--- src/rtl/vga_timing_gen.sv ---
// 640x480@60 pixel timing: divides the board clock into a pixel tick and
// produces h/v counters, active-low syncs, video window and line/frame strobes.
module vga_timing_gen #(
  parameter int CLK_DIV      = 4,
  parameter int H_ACTIVE     = 640,
  parameter int H_SYNC_START = 659,
  parameter int H_SYNC_END   = 755,
  parameter int H_TOTAL      = 800,
  parameter int V_ACTIVE     = 480,
  parameter int V_SYNC_START = 493,
  parameter int V_SYNC_END   = 494,
  parameter int V_TOTAL      = 525
) (
  input  logic       clk_100Mhz,
  input  logic       reset_n,
  input  logic       en,
  output logic       pix_tick,
  output logic [9:0] hcount,
  output logic [9:0] vcount,
  output logic       Hsync,
  output logic       Vsync,
  output logic       video_on,
  output logic       line_start,
  output logic       frame_start
);

  localparam int                DIV_W    = (CLK_DIV > 2) ? $clog2(CLK_DIV) : 1;
  localparam logic [DIV_W-1:0]  DIV_LAST = DIV_W'(CLK_DIV - 1);
  localparam logic [DIV_W-1:0]  DIV_ONE  = DIV_W'(1);
  localparam logic [9:0]        H_LAST   = 10'(H_TOTAL - 1);
  localparam logic [9:0]        V_LAST   = 10'(V_TOTAL - 1);
  localparam logic [9:0]        H_ACT    = 10'(H_ACTIVE);
  localparam logic [9:0]        V_ACT    = 10'(V_ACTIVE);
  localparam logic [9:0]        HS_LO    = 10'(H_SYNC_START);
  localparam logic [9:0]        HS_HI    = 10'(H_SYNC_END);
  localparam logic [9:0]        VS_LO    = 10'(V_SYNC_START);
  localparam logic [9:0]        VS_HI    = 10'(V_SYNC_END);

  logic [DIV_W-1:0] div_r;
  logic [DIV_W-1:0] div_nxt_s;
  logic             advance_s;
  logic [9:0]       h_nxt_s;
  logic [9:0]       v_nxt_s;
  logic             hsync_nxt_s;
  logic             vsync_nxt_s;
  logic             video_nxt_s;
  logic             line_nxt_s;
  logic             frame_nxt_s;

  // Sync is low across an inclusive window of counter values.
  function automatic logic sync_level(input logic [9:0] pos,
                                      input logic [9:0] lo,
                                      input logic [9:0] hi);
    return !((pos >= lo) && (pos <= hi));
  endfunction

  // Divider phase and raster position for the next edge.
  always_comb begin
    div_nxt_s = div_r;
    advance_s = 1'b0;
    h_nxt_s   = hcount;
    v_nxt_s   = vcount;
    if (en) begin
      if (div_r == DIV_LAST) begin
        div_nxt_s = {DIV_W{1'b0}};
        advance_s = 1'b1;
      end else begin
        div_nxt_s = div_r + DIV_ONE;
      end
    end else begin
      div_nxt_s = div_r;
    end
    if (advance_s) begin
      if (hcount == H_LAST) begin
        h_nxt_s = 10'd0;
        if (vcount == V_LAST) begin
          v_nxt_s = 10'd0;
        end else begin
          v_nxt_s = vcount + 10'd1;
        end
      end else begin
        h_nxt_s = hcount + 10'd1;
        v_nxt_s = vcount;
      end
    end else begin
      h_nxt_s = hcount;
      v_nxt_s = vcount;
    end
  end

  // Decode from the new position so syncs line up with the counters.
  always_comb begin
    hsync_nxt_s = Hsync;
    vsync_nxt_s = Vsync;
    video_nxt_s = video_on;
    if (advance_s) begin
      hsync_nxt_s = sync_level(h_nxt_s, HS_LO, HS_HI);
      vsync_nxt_s = sync_level(v_nxt_s, VS_LO, VS_HI);
      video_nxt_s = (h_nxt_s < H_ACT) && (v_nxt_s < V_ACT);
    end else begin
      hsync_nxt_s = Hsync;
      vsync_nxt_s = Vsync;
      video_nxt_s = video_on;
    end
    line_nxt_s  = advance_s && (h_nxt_s == 10'd0);
    frame_nxt_s = line_nxt_s && (v_nxt_s == 10'd0);
  end

  // State and output registers; reset parks at the last position of a frame.
  always_ff @(posedge clk_100Mhz or negedge reset_n) begin
    if (!reset_n) begin
      div_r       <= {DIV_W{1'b0}};
      hcount      <= H_LAST;
      vcount      <= V_LAST;
      Hsync       <= 1'b1;
      Vsync       <= 1'b1;
      video_on    <= 1'b0;
      pix_tick    <= 1'b0;
      line_start  <= 1'b0;
      frame_start <= 1'b0;
    end else begin
      div_r       <= div_nxt_s;
      hcount      <= h_nxt_s;
      vcount      <= v_nxt_s;
      Hsync       <= hsync_nxt_s;
      Vsync       <= vsync_nxt_s;
      video_on    <= video_nxt_s;
      pix_tick    <= advance_s;
      line_start  <= line_nxt_s;
      frame_start <= frame_nxt_s;
    end
  end

endmodule
--- config.mk ---
export PLATFORM = sky130hd
export DESIGN_NAME = vga_timing_gen
export DESIGN_NICKNAME = d
export VERILOG_FILES = /design/src/rtl/vga_timing_gen.sv
export SDC_FILE = /design/constraint.sdc
export NUM_CORES = 1
export LEC_CHECK = 0
export BUFFER_PORTS_ARGS = -buffer_cell sky130_fd_sc_hd__clkbuf_2
export CAP_MARGIN = 20
export CORE_MARGIN = 2
export CORE_UTILIZATION = 45
export CTS_CLUSTER_SIZE = 12
export DETAILED_ROUTE_END_ITERATION = 16
export PLACE_DENSITY = 0.66
export SLEW_MARGIN = 20
export SYNTH_ARGS = -nofsm -noshare
export SYNTH_HDL_FRONTEND = slang
export SYNTH_SLANG_ARGS = --single-unit
--- constraint.sdc ---
create_clock -name clk_100Mhz -period 4.5 [get_ports clk_100Mhz]
set_clock_uncertainty 0.2 [all_clocks]
set_input_delay 0.9 -clock clk_100Mhz [delete_from_list [all_inputs] [get_ports clk_100Mhz]]
set_output_delay 0.9 -clock clk_100Mhz [all_outputs]
set_load 0.05 [all_outputs]
==> results of run 1 <==
Yosys cell counts (2+ instances only):
master     n
clkbuf_1   4
nor3b_1    2
or3_1      3
dfstp_2   12
inv_1      7
or4_1      2
nand4b_1   4
o22ai_1    3
buf_6      2
nand3_1    9
and4_1     2
and2_1     2
nand2_1   23
o21ai_1    4
buf_4      2
nand4_1    8
nor3_1     4
o21ai_0    8
a211oi_1   3
and3_1     3
dfrtp_1   16
and4b_1    2
xor2_1     3
buf_2      2
mux2_2     2
o211ai_1   2
a21oi_1    9
o31ai_1    6
a21o_1     2
o22a_1     2
ha_1       4
nor2_1    11
xnor2_1    6
flip-flops by register name, indices dropped and copies added (netlist names):
signal	count
div_r	2
Vsync	1
frame_start	1
video_on	1
vcount	10
hcount	10
Hsync	1
line_start	1
pix_tick	1
worst paths after layout:
path	from	to	slack, ns	depth (start not counted)
max	hcount[0]$_DFF_PN1_	Vsync$_DFFE_PN1N_	1.63	7
max reg2reg	hcount[0]$_DFF_PN1_	Vsync$_DFFE_PN1N_	1.63	7
min reg2reg	div_r[1]$_DFFE_PN0P_	div_r[1]$_DFFE_PN0P_	0.32	1
max in group asynchronous	reset_n	vcount[8]$_DFF_PN0_	3.21	1
min in group asynchronous	reset_n	hcount[6]$_DFF_PN0_	0.44	1
min	div_r[1]$_DFFE_PN0P_	div_r[1]$_DFFE_PN0P_	0.32	1
metal layers:
metal	GRT usage, %	vias up	wire length, um
li1	-	785	-
met1	33.0	739	2200
met2	25.5	45	1750
met3	2.63	2	212
met4	5.25	0	25
met5	0	-	0
critical path, stage by stage, from the launching register on:
cell and delay [ns]:
dfstp_2 0.62, ha_1 0.20, and3_1 0.41, and4_4 0.42
nand2_1 0.22, o31ai_4 0.26, nand4b_1 0.12, o32a_1 0.34
area by class of cell:
| class | count | area, um^2 | share of cell area (%) |
|---|---|---|---|
| timing repair buffer | 28 | 140 | 6.84 |
| clock buffer | 4 | 55.1 | 2.69 |
| tap | 50 | 62.6 | 3.05 |
| sequential | 28 | 716 | 34.9 |
| multi-input combinational | 152 | 1050 | 51.2 |
| inverter | 7 | 26.3 | 1.28 |
power breakdown:
part	internal [mW]	switching [mW]	total [mW]
logic	0.0769	0.177	0.253
registers	0.303	0.0519	0.355
clock network	0.0783	0.0787	0.157
total	0.458	0.307	0.765
per-stage QoR:
| step | setup WS, ns | total power [mW] | area (um^2) | std cells |
|---|---|---|---|---|
| floorplan | 1.81 | 0.560 | 1850 | 197 |
| global placement | 1.45 | 0.610 | 1990 | 265 |
| detailed placement | 1.42 | 0.613 | 1990 | 265 |
| CTS | 1.65 | 0.768 | 2050 | 269 |
| global route | 1.46 | 0.809 | 2050 | 269 |
| finish | 1.63 | 0.765 | 2050 | 269 |
logic make-up (layout without fill, tap and decap cells):
kind of cell,count (synthesis),count (layout),share of synthesized area (%)
flip-flops,28,28,38.6
multiplexers,3,3,1.76
adder cells (fa/ha/maj),4,4,2.70
XOR/XNOR,10,10,5.13
AND/OR/NAND/NOR,82,82,26.3
AO/OA/AOI/OAI,53,53,20.7
buffers and inverters,17,39,4.79
cells in the final DEF (no fill, tap or decap), drive strengths merged, types with 3 or more instances in the layout:
| cell | Yosys | layout |
|---|---|---|
| nand2 | 23 | 23 |
| nor2 | 11 | 11 |
| o22ai | 3 | 3 |
| a211oi | 3 | 3 |
| nand3 | 9 | 9 |
| o31ai | 7 | 7 |
| a21oi | 10 | 10 |
| dfrtp | 16 | 16 |
| nor3 | 5 | 5 |
| o21ai | 12 | 12 |
| or3 | 3 | 3 |
| clkbuf | 4 | 32 |
| inv | 7 | 7 |
| nand4 | 9 | 9 |
| and4 | 3 | 3 |
| xnor2 | 6 | 6 |
| nand4b | 4 | 4 |
| ha | 4 | 4 |
| xor2 | 4 | 4 |
| and3 | 3 | 3 |
| dfstp | 12 | 12 |
==> metrics.txt, run 1 <==
DR vias=1571; crit path capture type=register; normalized max-slew margin=54.4%; status=finished clean; FMAX=348 MHz; fraction of layout cells with a size suffix above 1=25.1%; H-tree depth=1; Slew @ Worst Pin=0.684 ns; Die Ht=68.2 um; CTS clk-pin slew, worst paths=0.10 ns; WS Path Type=reg2reg; Clock Sinks=28; CP Launch Type=register; Distinct cells, synth=56; hold buffer count at cts=0; Post-Syn Area=0.00185 mm^2; max_cap viols=0; Residual DRC=0; Chip Width=68.2 um; max-slew violations=0; flops & latches, synth=28; Nets=227; main flop type after synthesis=dfrtp_1; Routed Antenna Nets=0; minimum clock period=2.87 ns; RSZ-0062 raised after global routing=no; CTS tree=yes; starting density of the core=46.7%; ranking of synthesized cells by area=dfrtp_1, dfstp_2, nand2_1; Final TNS setup=0 ns; fillers=381; Post-synth EDFFs=0; CP max FO=13; final core utilization=51.6%; Tcrit/Tclk final=63.9%; VDD IR-drop max=0.277 mV; Total GRT Usage=19.7%; post-DP HPWL=3.07 mm; total grt overflow=0; Post-Syn Nets=204; setup-violating endpoint count in the final report=0; CTS buffer count=3; Hold Slack=0.323 ns; die area=0.00465 mm^2; IO buf count=28; Crit path required time=4.50 ns; worst skew pair latency=0.27 ns; vias in the first global route=1362; synthesized area per cell=9.41 um^2; Seq/Total Area, Yosys=38.6%; # rows=23; Ports=29; first-pass GRT wire length=6.97 mm; ANT cells=0; synth-to-layout area growth=10.5%; post-CTS setup buffers=0; LEAKAGE=0.883 nW; Max clock buf depth=2; WL/cell=15.6 um; Fin. Hold Viols=0; Async SR Flop Fraction=100%; biggest area consumer among synthesized cells=dfrtp_1; Initial DRC Count=119; Synth top area share=21.6%; Routed WL=4.18 mm; Vias per Instance=5.84; routability cong.=0.856; Post-Synthesis Cells=197; TritonRoute pass-1 iters=4; Synth Warn #=0; core area=0.00397 mm^2; root buf cell=clkbuf_8; antenna violations before repair=0; arrival time at the worst endpoint=2.87 ns; power density cells=373 mW/mm^2; Hold Path Class=reg2reg; largest net degree at the start of global routing=29; cts repair resizes=0
(Power assumes the default switching activity.)
==> run 2: changes to the inputs <==
--- a/config.mk
+++ b/config.mk
@@ -11,7 +11,7 @@
 export CORE_UTILIZATION = 45
 export CTS_CLUSTER_SIZE = 12
 export DETAILED_ROUTE_END_ITERATION = 16
-export PLACE_DENSITY = 0.66
+export PLACE_DENSITY = 0.68
 export SLEW_MARGIN = 20
 export SYNTH_ARGS = -nofsm -noshare
 export SYNTH_HDL_FRONTEND = slang
==> constraint.sdc (replaced) <==
create_clock -name clk_100Mhz -period 2.5 [get_ports clk_100Mhz]
set_clock_uncertainty 0.2 [all_clocks]
set_input_delay 0.5 -clock clk_100Mhz [delete_from_list [all_inputs] [get_ports clk_100Mhz]]
set_output_delay 0.5 -clock clk_100Mhz [all_outputs]
set_load 0.05 [all_outputs]
==> run 2 against run 1 <==
  * Utilization increased by 6.4 points
  * Die area unchanged
  * Non-clock buffer count increased by 25
  * Largest cell class unchanged
  * Via count increased by 10%
  * Power increased by 95%
  * Cell count increased by 9.3%
  * Worst setup slack got worse by 1.5 ns
  * Sequential power increased by 75%
  * First-iteration DRC count increased by 6.7%
  * Global-route usage increased by 1.9 points
  * Routed wire length increased by 14%
==> metrics.txt, run 2 (synthesis gave the netlist of run 1 again) <==
vias in the first global route=1489; Initial DRC Count=127; IO buf count=28; Sw Ratio=39.9%; core area=0.00397 mm^2; CP max FO=7; WL/cell=16.2 um; Comb pwr share=39.1%; max_cap viols=0; Crit path required time=2.46 ns; most common cell after layout, fill and taps aside=clkbuf_2; Routed WL=4.76 mm; status=finished clean; fraction of layout cells with a size suffix above 1=37.7%; CTS tree=yes; Max clock buf depth=2; Residual DRC=0; most frequent cells in the layout=clkbuf_2, buf_4, nand2_1; starting density of the core=46.7%; Slew @ Worst Pin=0.696 ns; Hold Path Class=in2async; CTS buffer count=3; worst skew pair latency=0.28 ns; Nets=252; TritonRoute pass-1 iters=4; Die Ht=68.2 um; switching power=0.594 mW; Total GRT Usage=21.5%; Routed Antenna Nets=0; power consumption=1.49 mW; Clock Sinks=28; power density cells=646 mW/mm^2; Fin. Hold Viols=0; DR vias=1733; VDD IR-drop max=0.672 mV; routability cong.=0.938; Largest regs=hcount: 10 flops, vcount: 10 flops, div_r: 2 flops; Hold Slack=0.0429 ns; FMAX=412 MHz; ANT cells=0; antenna violations before repair=0; die area=0.00465 mm^2; Chip Width=68.2 um; internal power=0.894 mW; # rows=23; max-slew violations=0; normalized max-slew margin=53.6%; root buf cell=clkbuf_8; first-pass GRT wire length=7.52 mm; Ports=29; CTS clk-pin slew, worst paths=0.10 ns; WS Path Type=reg2reg; Vias per Instance=5.89; Tcrit/Tclk final=97.0%; LEAKAGE=1.02 nW; synth-to-layout area growth=24.3%; crit path capture type=register; largest net degree at the start of global routing=29; CP Launch Type=register; Flop pwr share=41.7%; arrival time at the worst endpoint=2.39 ns; Final TNS setup=0 ns; H-tree depth=1; minimum clock period=2.42 ns; post-DP HPWL=3.49 mm; total grt overflow=0; setup-violating endpoint count in the final report=0; clock power share=19.2%
[run 2: worst paths after layout]
| kind | from | to | slack [ns] | cells after the start |
|---|---|---|---|---|
| worst max-delay path | hcount[0]$_DFF_PN1_ | frame_start$_DFF_PN0_ | 0.08 | 7 |
| worst min-delay path | reset_n | hcount[5]$_DFF_PN0_ | 0.04 | 1 |
| worst max register to register | hcount[0]$_DFF_PN1_ | frame_start$_DFF_PN0_ | 0.08 | 7 |
| worst min register to register | video_on$_DFFE_PN0N_ | video_on$_DFFE_PN0N_ | 0.30 | 2 |
| max in group asynchronous | reset_n | hcount[6]$_DFF_PN0_ | 1.58 | 1 |
| min in group clk_100Mhz | video_on$_DFFE_PN0N_ | video_on$_DFFE_PN0N_ | 0.30 | 2 |
[run 2: power groups by stage]
stage	Sequential [mW]	Combinational, mW	Clock (mW)
after floorplan	0.790	0.251	0
after global routing	0.634	0.640	0.311
after CTS	0.621	0.574	0.296
after global placement	0.626	0.567	0
after detailed placement	0.629	0.571	0
final	0.621	0.582	0.285
[run 2: per-stage QoR]
stage | util, % | instances | worst slack [ns] | area (um^2)
after floorplan | - | 197 | -0.0124 | 1890
after global placement | 54.9 | 286 | 0.0662 | 2180
after detailed placement | 54.9 | 286 | 0.0459 | 2180
after CTS | 56.2 | 290 | 0.0106 | 2230
after global routing | 58.0 | 294 | -0.0260 | 2300
final | 58.0 | 294 | 0.0757 | 2300
[run 2: layout make-up]
class | count | area, um^2
Timing Repair Buffer | 53 | 328
Clock buffer | 4 | 55.1
Sequential cell | 28 | 724
Multi-Input combinational cell | 152 | 1110
Fill cell | 374 | 1670
Tap cell | 50 | 62.6
Inverter | 7 | 26.3
[run 2: critical path, cell delays in order, from the launching register on]
cell and delay [ns]:
dfstp_4 0.64, buf_4 0.15, nand4_1 0.12, or4_1 0.50, a21oi_2 0.25, nor3_2 0.07
and4b_1 0.23, o2111a_1 0.15
[run 2: timing repair]
action	CTS	global route
endpoints found under the hold margin	0	0
hold buffers	0	0
endpoints found under the setup margin	0	3
gates resized for setup	0	10
buffers inserted	0	4
[run 2: routing by layer]
metal	part of all wire, %	up-vias	global-route usage [%]
li1	-	835	-
met1	49	820	36.0
met2	43	71	29.1
met3	7.3	7	1.64
met4	1.0	0	5.50
met5	0	-	0
